--- config.mk ---
export PLATFORM = sky130hd
export DESIGN_NAME = shift_add_seq_ctrl_flat
export DESIGN_NICKNAME = d
export VERILOG_FILES = /design/src/rtl/shift_add_seq_ctrl_if.sv /design/src/rtl/shift_add_seq_ctrl.sv /design/src/flat_wrapper.sv
export SDC_FILE = /design/constraint.sdc
export NUM_CORES = 1
export LEC_CHECK = 0
export BUFFER_PORTS_ARGS = -buffer_cell sky130_fd_sc_hd__buf_4
export CORE_AREA = 2 2 39 41
export CTS_CLUSTER_DIAMETER = 60
export DETAILED_ROUTE_END_ITERATION = 6
export DIE_AREA = 0 0 41 43
export GPL_TIMING_DRIVEN = 0
export PLACE_DENSITY = 0.67
export SLEW_MARGIN = 20
export SYNTH_ARGS = -nofsm -noshare
export SYNTH_HDL_FRONTEND = slang
export SYNTH_SLANG_ARGS = --single-unit
export TNS_END_PERCENT = 30
--- constraint.sdc ---
create_clock -name clk -period 1.3 [get_ports clk]
set_input_delay 0.065 -clock clk [delete_from_list [all_inputs] [get_ports clk]]
set_output_delay 0.065 -clock clk [all_outputs]
set_load 0.1 [all_outputs]
--- src/rtl/shift_add_seq_ctrl_if.sv ---
// Host/datapath handshake bundle for the shift-and-add sequencer.
// The controller connects through the slave modport; the host logic and
// multiplier datapath together form the master side.
interface shift_add_seq_ctrl_if #(
    parameter int CNT_WIDTH = 4
) ();
    logic                 in_START;
    logic                 in_LSB;
    logic                 in_ZERO;
    logic                 out_LOAD;
    logic                 out_CLR_ACC;
    logic                 out_ADD;
    logic                 out_SHIFT;
    logic                 out_BUSY;
    logic                 out_DONE;
    logic [CNT_WIDTH-1:0] out_COUNT;

    modport master (
        output in_START,
        output in_LSB,
        output in_ZERO,
        input  out_LOAD,
        input  out_CLR_ACC,
        input  out_ADD,
        input  out_SHIFT,
        input  out_BUSY,
        input  out_DONE,
        input  out_COUNT
    );

    modport slave (
        input  in_START,
        input  in_LSB,
        input  in_ZERO,
        output out_LOAD,
        output out_CLR_ACC,
        output out_ADD,
        output out_SHIFT,
        output out_BUSY,
        output out_DONE,
        output out_COUNT
    );
endinterface

--- src/rtl/shift_add_seq_ctrl.sv ---
// Shift-and-add multiplier sequencer.
//
//   state | meaning
//   IDLE  | waiting for in_START, step count held at 0
//   LOAD  | load operands, clear accumulator (one cycle)
//   CHECK | inspect multiplier LSB / zero flag, no strobe
//   ADD   | accumulate multiplicand (one cycle)
//   SHIFT | shift multiplier and product, one step done
//   DONE  | result valid, wait for in_START to drop
//
// Steps are tracked by a down-counter of remaining shifts; the host-visible
// step count is derived from it so it reads 0 in IDLE and WIDTH at the end.
// All outputs are decoded from registers only, so the negedge datapath sees
// strobes that were settled half a cycle earlier.
module shift_add_seq_ctrl #(
    parameter int WIDTH      = 8,
    parameter int CNT_WIDTH  = 4,
    parameter int EARLY_EXIT = 0
) (
    input  logic                  clk,
    input  logic                  rst,
    shift_add_seq_ctrl_if.slave   bus
);

    typedef enum logic [2:0] {
        S_IDLE  = 3'd0,
        S_LOAD  = 3'd1,
        S_CHECK = 3'd2,
        S_ADD   = 3'd3,
        S_SHIFT = 3'd4,
        S_DONE  = 3'd5
    } state_t;

    localparam logic [CNT_WIDTH-1:0] LP_STEPS = CNT_WIDTH'(WIDTH);
    localparam logic [CNT_WIDTH-1:0] LP_ONE   = CNT_WIDTH'(1);
    localparam bit                   LP_EXIT  = (EARLY_EXIT != 0);

    state_t               r_state;
    state_t               w_state_nxt;
    logic [CNT_WIDTH-1:0] r_remain;
    logic [CNT_WIDTH-1:0] w_remain_nxt;

    logic                 r_load;
    logic                 r_clr_acc;
    logic                 r_add;
    logic                 r_shift;
    logic                 r_busy;
    logic                 r_done;
    logic [CNT_WIDTH-1:0] r_count;

    logic                 w_last_step;
    logic                 w_exit_now;

    // The final SHIFT is the one that still has exactly one step remaining.
    assign w_last_step = (r_remain == LP_ONE);
    assign w_exit_now  = LP_EXIT && bus.in_ZERO;

    // State and remaining-step registers; reset wins over everything.
    always_ff @(posedge clk) begin
        if (!rst) begin
            r_state  <= S_IDLE;
            r_remain <= LP_STEPS;
        end else begin
            r_state  <= w_state_nxt;
            r_remain <= w_remain_nxt;
        end
    end

    // Next-state and remaining-step decode.
    always_comb begin
        w_state_nxt  = S_IDLE;
        w_remain_nxt = r_remain;
        case (r_state)
            S_IDLE: begin
                w_remain_nxt = LP_STEPS;
                if (bus.in_START) begin
                    w_state_nxt = S_LOAD;
                end else begin
                    w_state_nxt = S_IDLE;
                end
            end
            S_LOAD: begin
                w_remain_nxt = LP_STEPS;
                w_state_nxt  = S_CHECK;
            end
            S_CHECK: begin
                if (w_exit_now) begin
                    w_state_nxt = S_DONE;
                end else if (bus.in_LSB) begin
                    w_state_nxt = S_ADD;
                end else begin
                    w_state_nxt = S_SHIFT;
                end
            end
            S_ADD: begin
                w_state_nxt = S_SHIFT;
            end
            S_SHIFT: begin
                // Guarded so the count can never run past WIDTH.
                if (r_remain != '0) begin
                    w_remain_nxt = r_remain - LP_ONE;
                end
                if (w_last_step || (r_remain == '0)) begin
                    w_state_nxt = S_DONE;
                end else begin
                    w_state_nxt = S_CHECK;
                end
            end
            S_DONE: begin
                if (bus.in_START) begin
                    w_state_nxt = S_DONE;
                end else begin
                    w_state_nxt  = S_IDLE;
                    w_remain_nxt = LP_STEPS;
                end
            end
            default: begin
                w_state_nxt  = S_IDLE;
                w_remain_nxt = LP_STEPS;
            end
        endcase
    end

    // Moore output decode from state and counter registers.
    always_comb begin
        r_load    = 1'b0;
        r_clr_acc = 1'b0;
        r_add     = 1'b0;
        r_shift   = 1'b0;
        r_busy    = 1'b0;
        r_done    = 1'b0;
        r_count   = LP_STEPS - r_remain;
        case (r_state)
            S_IDLE: begin
                r_count = '0;
            end
            S_LOAD: begin
                r_load    = 1'b1;
                r_clr_acc = 1'b1;
                r_busy    = 1'b1;
            end
            S_CHECK: begin
                r_busy = 1'b1;
            end
            S_ADD: begin
                r_add  = 1'b1;
                r_busy = 1'b1;
            end
            S_SHIFT: begin
                r_shift = 1'b1;
                r_busy  = 1'b1;
            end
            S_DONE: begin
                r_done = 1'b1;
            end
            default: begin
                r_count = '0;
            end
        endcase
    end

    assign bus.out_LOAD    = r_load;
    assign bus.out_CLR_ACC = r_clr_acc;
    assign bus.out_ADD     = r_add;
    assign bus.out_SHIFT   = r_shift;
    assign bus.out_BUSY    = r_busy;
    assign bus.out_DONE    = r_done;
    assign bus.out_COUNT   = r_count;

endmodule

--- src/flat_wrapper.sv ---
// flat-port wrapper written by rule: the top's interface ports become plain ports
module shift_add_seq_ctrl_flat 
#(
    parameter int WIDTH      = 8,
    parameter int CNT_WIDTH  = 4,
    parameter int EARLY_EXIT = 0
)
  (clk, rst, bus_in_START, bus_in_LSB, bus_in_ZERO, bus_out_LOAD, bus_out_CLR_ACC, bus_out_ADD, bus_out_SHIFT, bus_out_BUSY, bus_out_DONE, bus_out_COUNT);
  shift_add_seq_ctrl_if #(.CNT_WIDTH(CNT_WIDTH)) bus_i ();
  input  logic clk;
  input  logic rst;
  input wire logic [$bits(bus_i.in_START)-1:0] bus_in_START;
  input wire logic [$bits(bus_i.in_LSB)-1:0] bus_in_LSB;
  input wire logic [$bits(bus_i.in_ZERO)-1:0] bus_in_ZERO;
  output wire logic [$bits(bus_i.out_LOAD)-1:0] bus_out_LOAD;
  output wire logic [$bits(bus_i.out_CLR_ACC)-1:0] bus_out_CLR_ACC;
  output wire logic [$bits(bus_i.out_ADD)-1:0] bus_out_ADD;
  output wire logic [$bits(bus_i.out_SHIFT)-1:0] bus_out_SHIFT;
  output wire logic [$bits(bus_i.out_BUSY)-1:0] bus_out_BUSY;
  output wire logic [$bits(bus_i.out_DONE)-1:0] bus_out_DONE;
  output wire logic [$bits(bus_i.out_COUNT)-1:0] bus_out_COUNT;
  assign bus_i.in_START = bus_in_START;
  assign bus_i.in_LSB = bus_in_LSB;
  assign bus_i.in_ZERO = bus_in_ZERO;
  assign bus_out_LOAD = bus_i.out_LOAD;
  assign bus_out_CLR_ACC = bus_i.out_CLR_ACC;
  assign bus_out_ADD = bus_i.out_ADD;
  assign bus_out_SHIFT = bus_i.out_SHIFT;
  assign bus_out_BUSY = bus_i.out_BUSY;
  assign bus_out_DONE = bus_i.out_DONE;
  assign bus_out_COUNT = bus_i.out_COUNT;
  shift_add_seq_ctrl #(.WIDTH(WIDTH), .CNT_WIDTH(CNT_WIDTH), .EARLY_EXIT(EARLY_EXIT)) u_core (.clk(clk), .rst(rst), .bus(bus_i));
endmodule
## Word-level counts from Yosys, hierarchy flattened

Cells that the tools add are included.

| word-level totals | value |
|---|---|
| flip-flop bits (word level) | 7 |
| bits of input ports | 5 |
| output and inout bits | 10 |

| operators by class | value |
|---|---|
| $add $sub $neg | 2 |
| equality and inequality tests | 8 |
| muxes and demuxes | 14 |
| bitwise operators | 1 |
| reduce and logical (&&, ||, !) cells | 8 |

Operators by type and width:

| cell | count |
|---|---|
| case mux 3 bit (6 select lines) | 1 |
| two-way mux 4 bit | 3 |
| case mux 4 bit (3 select lines) | 1 |
| two-way mux 3 bit | 3 |
| == test 3 x 2 -> 1 bit (second input constant) | 2 |
| == test 3 bit (second input constant) | 2 |
| two-way mux 1 bit | 6 |
| OR reduction 5 bit | 1 |
| == test 4 x 1 -> 1 bit (second input constant) | 1 |
| logical NOT 4 bit | 1 |
| nonzero test 4 bit | 1 |
| OR reduction 4 bit | 1 |
| subtractor 4 x 1 -> 4 bit (second input constant) | 1 |
| subtractor 4 bit (first input constant) | 1 |
| == test 3 x 1 -> 1 bit (second input constant) | 1 |
| logical NOT 3 bit | 1 |
| AND reduction 3 bit | 1 |
| != test 2 x 1 -> 1 bit (second input constant) | 1 |
| != test 2 bit (second input constant) | 1 |
| OR reduction 2 bit | 1 |
| logical OR 1 bit | 1 |
| NOT 1 bit | 1 |

## Depth between registers and ports, before layout

| depth | value |
|---|---|
| depth in word-level cells | 4 |
| gate-level depth with buffers | 5 |
| depth with buffers taken out | 5 |

## Least setup slack after synthesis

Ideal clock, no wire load.

| timing path | value |
|---|---|
| path kind | register -> output |
| start | register u_core.r_state[1] |
| end | output bus_out_LOAD |
| arrival time | 2.350 ns |
| required time | 1.235 ns |
| path slack | -1.115 ns |
| cell stages (with the launch flop) | 5 |
| path buffers | 2 |
| cell sequence | dfxtp_1 buf_4 nand2b_1 nor2_1 buf_4 |

| on the way | value |
|---|---|
| word-level cells in the longest chain between the ends | 2 |

Ends and longest elaborated chain:

| item | RTL line | source |
|---|---|---|
| from (decl) | shift_add_seq_ctrl.sv:38 | `state_t r_state;` |
| from (signal assigned) | shift_add_seq_ctrl.sv:64 | `r_state <= w_state_nxt;` |
| == test 3 x 1 -> 1 bit | -- |  |
| two-way mux 1 bit | -- |  |
| to (decl) | flat_wrapper.sv:15 | `output wire logic [$bits(bus_i.out_LOAD)-1:0] bus_out_LOAD;` |

No other way between the ends.

## Final worst setup path

| timing path | value |
|---|---|
| start | register u_core.r_state[1] |
| end | output bus_out_COUNT[1] |

| on the way | value |
|---|---|
| word-level cells in the longest chain between the ends | 3 |
| elaborated cells on any way between the ends | 7 |
| those cells by class | eq/ne (5); mux (1); reduce/logical (1) |

Ends and longest elaborated chain:

| item | RTL line | source |
|---|---|---|
| == test 3 x 1 -> 1 bit, or another cell as far along | shift_add_seq_ctrl.sv:133 | `case (r_state)` |
| OR reduction 5 bit (no line) * | -- |  |
| two-way mux 4 bit * | shift_add_seq_ctrl.sv:133 |  |
| to (decl) | flat_wrapper.sv:21 | `output wire logic [$bits(bus_i.out_COUNT)-1:0] bus_out_COUNT;` |

Every way passes the cells marked *; elsewhere a longest branch is shown, timed or not.

==> qor.yml <==
outcome: "complete, but fails checks"
violations: "setup timing"
min-delay-path-class: "input port to flip-flop"
relSlewSlack_pct: 76.2
final_layout_size_suffix_gt1_share_pct: 56.8
start_util_pct: 38.9
drtIter0Drc: 7
rsz0062_at_grt: "true"
clk_pin_slew_worst_paths_ns: 0.05
port_buffers: 12
avgSynthCellArea_um2: 7.91
synth_area_um2: 538
synth-edff-count: 0
finClkSkew_ns: 0.000772
critPathLaunch: "u_core.r_state[1]"
ir_drop_mv: 0.510
worst_skew_pair.late_latency_ns: 0.25
final_cell_mix: "buf_12 (9), buf_4 (8), nand2_1 (7)"
rows: 14
synth_area_leader_cell: "dfxtp_1"
syn_to_final_growth_pct: 74.0
cts_tree: "built"
drc: 0
yosysSeqAreaShare_pct: 26.0
finalCritPeriodShare_pct: 109
clk_path_buf_depth: 2
fin_crit_ns: 1.42
synth_top_area_share_pct: 26.0
seq_area_um2: 155
ant_nets: 0
n_antenna_cell: 0
fin_area_um2: 936
power.total_w: 0.000770
hp-start: "rst"
cts_buffers: 3
synthesis.nets: 75
finalSetupViolCount: 13
leakagePower_nw: 0.395
cp_max_fo: 7
final_common_cell: "buf_12"
first_global_vias: 512
synthFlopType: "dfxtp_1"
switching_share_pct: 38.3
fillers: 109
cap_violations: 0
cp-start-kind: "flip-flop"
setup_ws_ns: -0.123
grtUsageTotal_pct: 18.6
die_x_um: 41
pwr-share-clk_pct: 24.8
end_kind: "output pin"
ios: 15
async_reset_ff_share_pct: 0
nNetsFinal: 96
arrival_ns: 1.36
yosysUniqueCellTypes: 36
seqPwrFrac_pct: 30.9
setup_tns_ns: -1.08
clock_sinks: 7
dpl_cell_area_um2: 714
cp.required_ns: 1.24
synthTopCellsByArea: "dfxtp_1 (26%), nand2_1 (5.6%), ha_1 (4.7%), buf_4 (4.2%), inv_1 (4.2%)"
worstMarginPinSlew_ns: 0.356
wl_um: 1410
final_cells: 104
p_switching_w: 0.000295
power.internal_w: 0.000475
place.gp.congestion: 0.811
avgRoutedWirePerCell_um: 13.5
hpwlAfterDp_um: 866
root_buffer: "clkbuf_4"
gr-total-overflow: 0
fmax_mhz: 703
num_vias: 543
synth_seq_cells: 7
synthCells: 68
grt_max_degree: 11
path_class: "flip-flop to output pin"
antenna_found_initial: 0
drt_pass1_iterations: 4
core-area_mm2: 0.00138
grt_pass1_wl_um: 2200
rr_startpoint: "u_core.r_remain[1]"
multi_input_area_um2: 437
dpl.cell_count: 96
fp.dieH_um: 43
die_area_mm2: 0.00176
via_per_inst: 5.22
drv_slew: 0
finalHoldViolCount: 0
p_per_area_mw_per_mm2: 823
yosysWarningCount: 0
htree_levels: 1
p_comb_share_pct: 44.3
## metrics by stage
| step | setup slack (ns) | util (%) | hold WS (ns) |
|---|---|---|---|
| floorplan | -0.175 | - | 0.303 |
| finish | -0.123 | 67.6 | 0.143 |
| global placement | -0.149 | 51.6 | 0.408 |
| CTS | -0.135 | 66.4 | 0.143 |
| detailed placement | -0.168 | 51.6 | 0.415 |
| global route | -0.176 | 67.6 | 0.173 |
## routing by layer
metal / share of wire [%] / track usage (%) / wire [µm]
met5: 0 / 0 / 0
met4: 0.99 / 10.0 / 14
met3: 3.8 / 1.57 / 53
met2: 53 / 27.8 / 743
met1: 42 / 25.2 / 597
## power groups by stage
stage               logic, W  registers, W  clock network [W]
global placement    0.000275      0.000236                  0
floorplan           0.000234      0.000235                  0
global route        0.000356      0.000239           0.000208
detailed placement  0.000276      0.000237                  0
CTS                 0.000336      0.000238           0.000200
finish              0.000341      0.000238           0.000191
## flip-flops by register name, summed over array words and instances (netlist names)
name / flops
u_core.r_remain: 4
u_core.r_state: 3
## final timing paths
path,end,cells past startpoint,slack [ns]
worst max-delay path,bus_out_COUNT[1],3,-0.12
worst min-delay path,u_core.r_remain[3],2,0.14
worst max register to register,u_core.r_state[1],5,-0.11
worst min register to register,u_core.r_remain[1],2,0.51
## final cells by class
cell class                      instances  area share (%)
Inverter                                7            3.34
Buffer                                  2            2.54
Timing Repair Buffer                   18            25.9
Tap cell                               16            2.14
Sequential cell                         7            16.6
Multi-Input combinational cell         50            46.7
Clock buffer                            4            2.81
## synth_stat cells, drive strengths merged, types with 3 or more instances
cell type  count
o21ai          3
nor2           5
dfxtp          7
buf            4
nand2          8
a21oi          4
inv            6
## timing repair
action                                  4_1_cts  5_1_grt
endpoints found under the setup margin       15       17
resized for setup                            37        6
pin swaps                                     3        4
buffers inserted                              5        1
hold buffers                                  0        0
## kinds of logic after synthesis
| family | after synthesis | share of synthesized area (%) |
|---|---|---|
| buffers and inverters | 11 | 10.7 |
| adders and majority gates | 2 | 4.65 |
| DFF | 7 | 26.0 |
| and+or+nand+nor | 28 | 29.5 |
| muxes | 1 | 1.86 |
| xor gates and xnor gates | 2 | 3.26 |
| AOI/OAI and AO/OA | 17 | 24.0 |
## critical path, stage by stage (launching register included)
cell and delay, ns:
dfxtp_4 0.36, or3_4 0.42, and3_4 0.17, buf_12 0.16
Note: power is estimated with default switching activity, not from simulation.
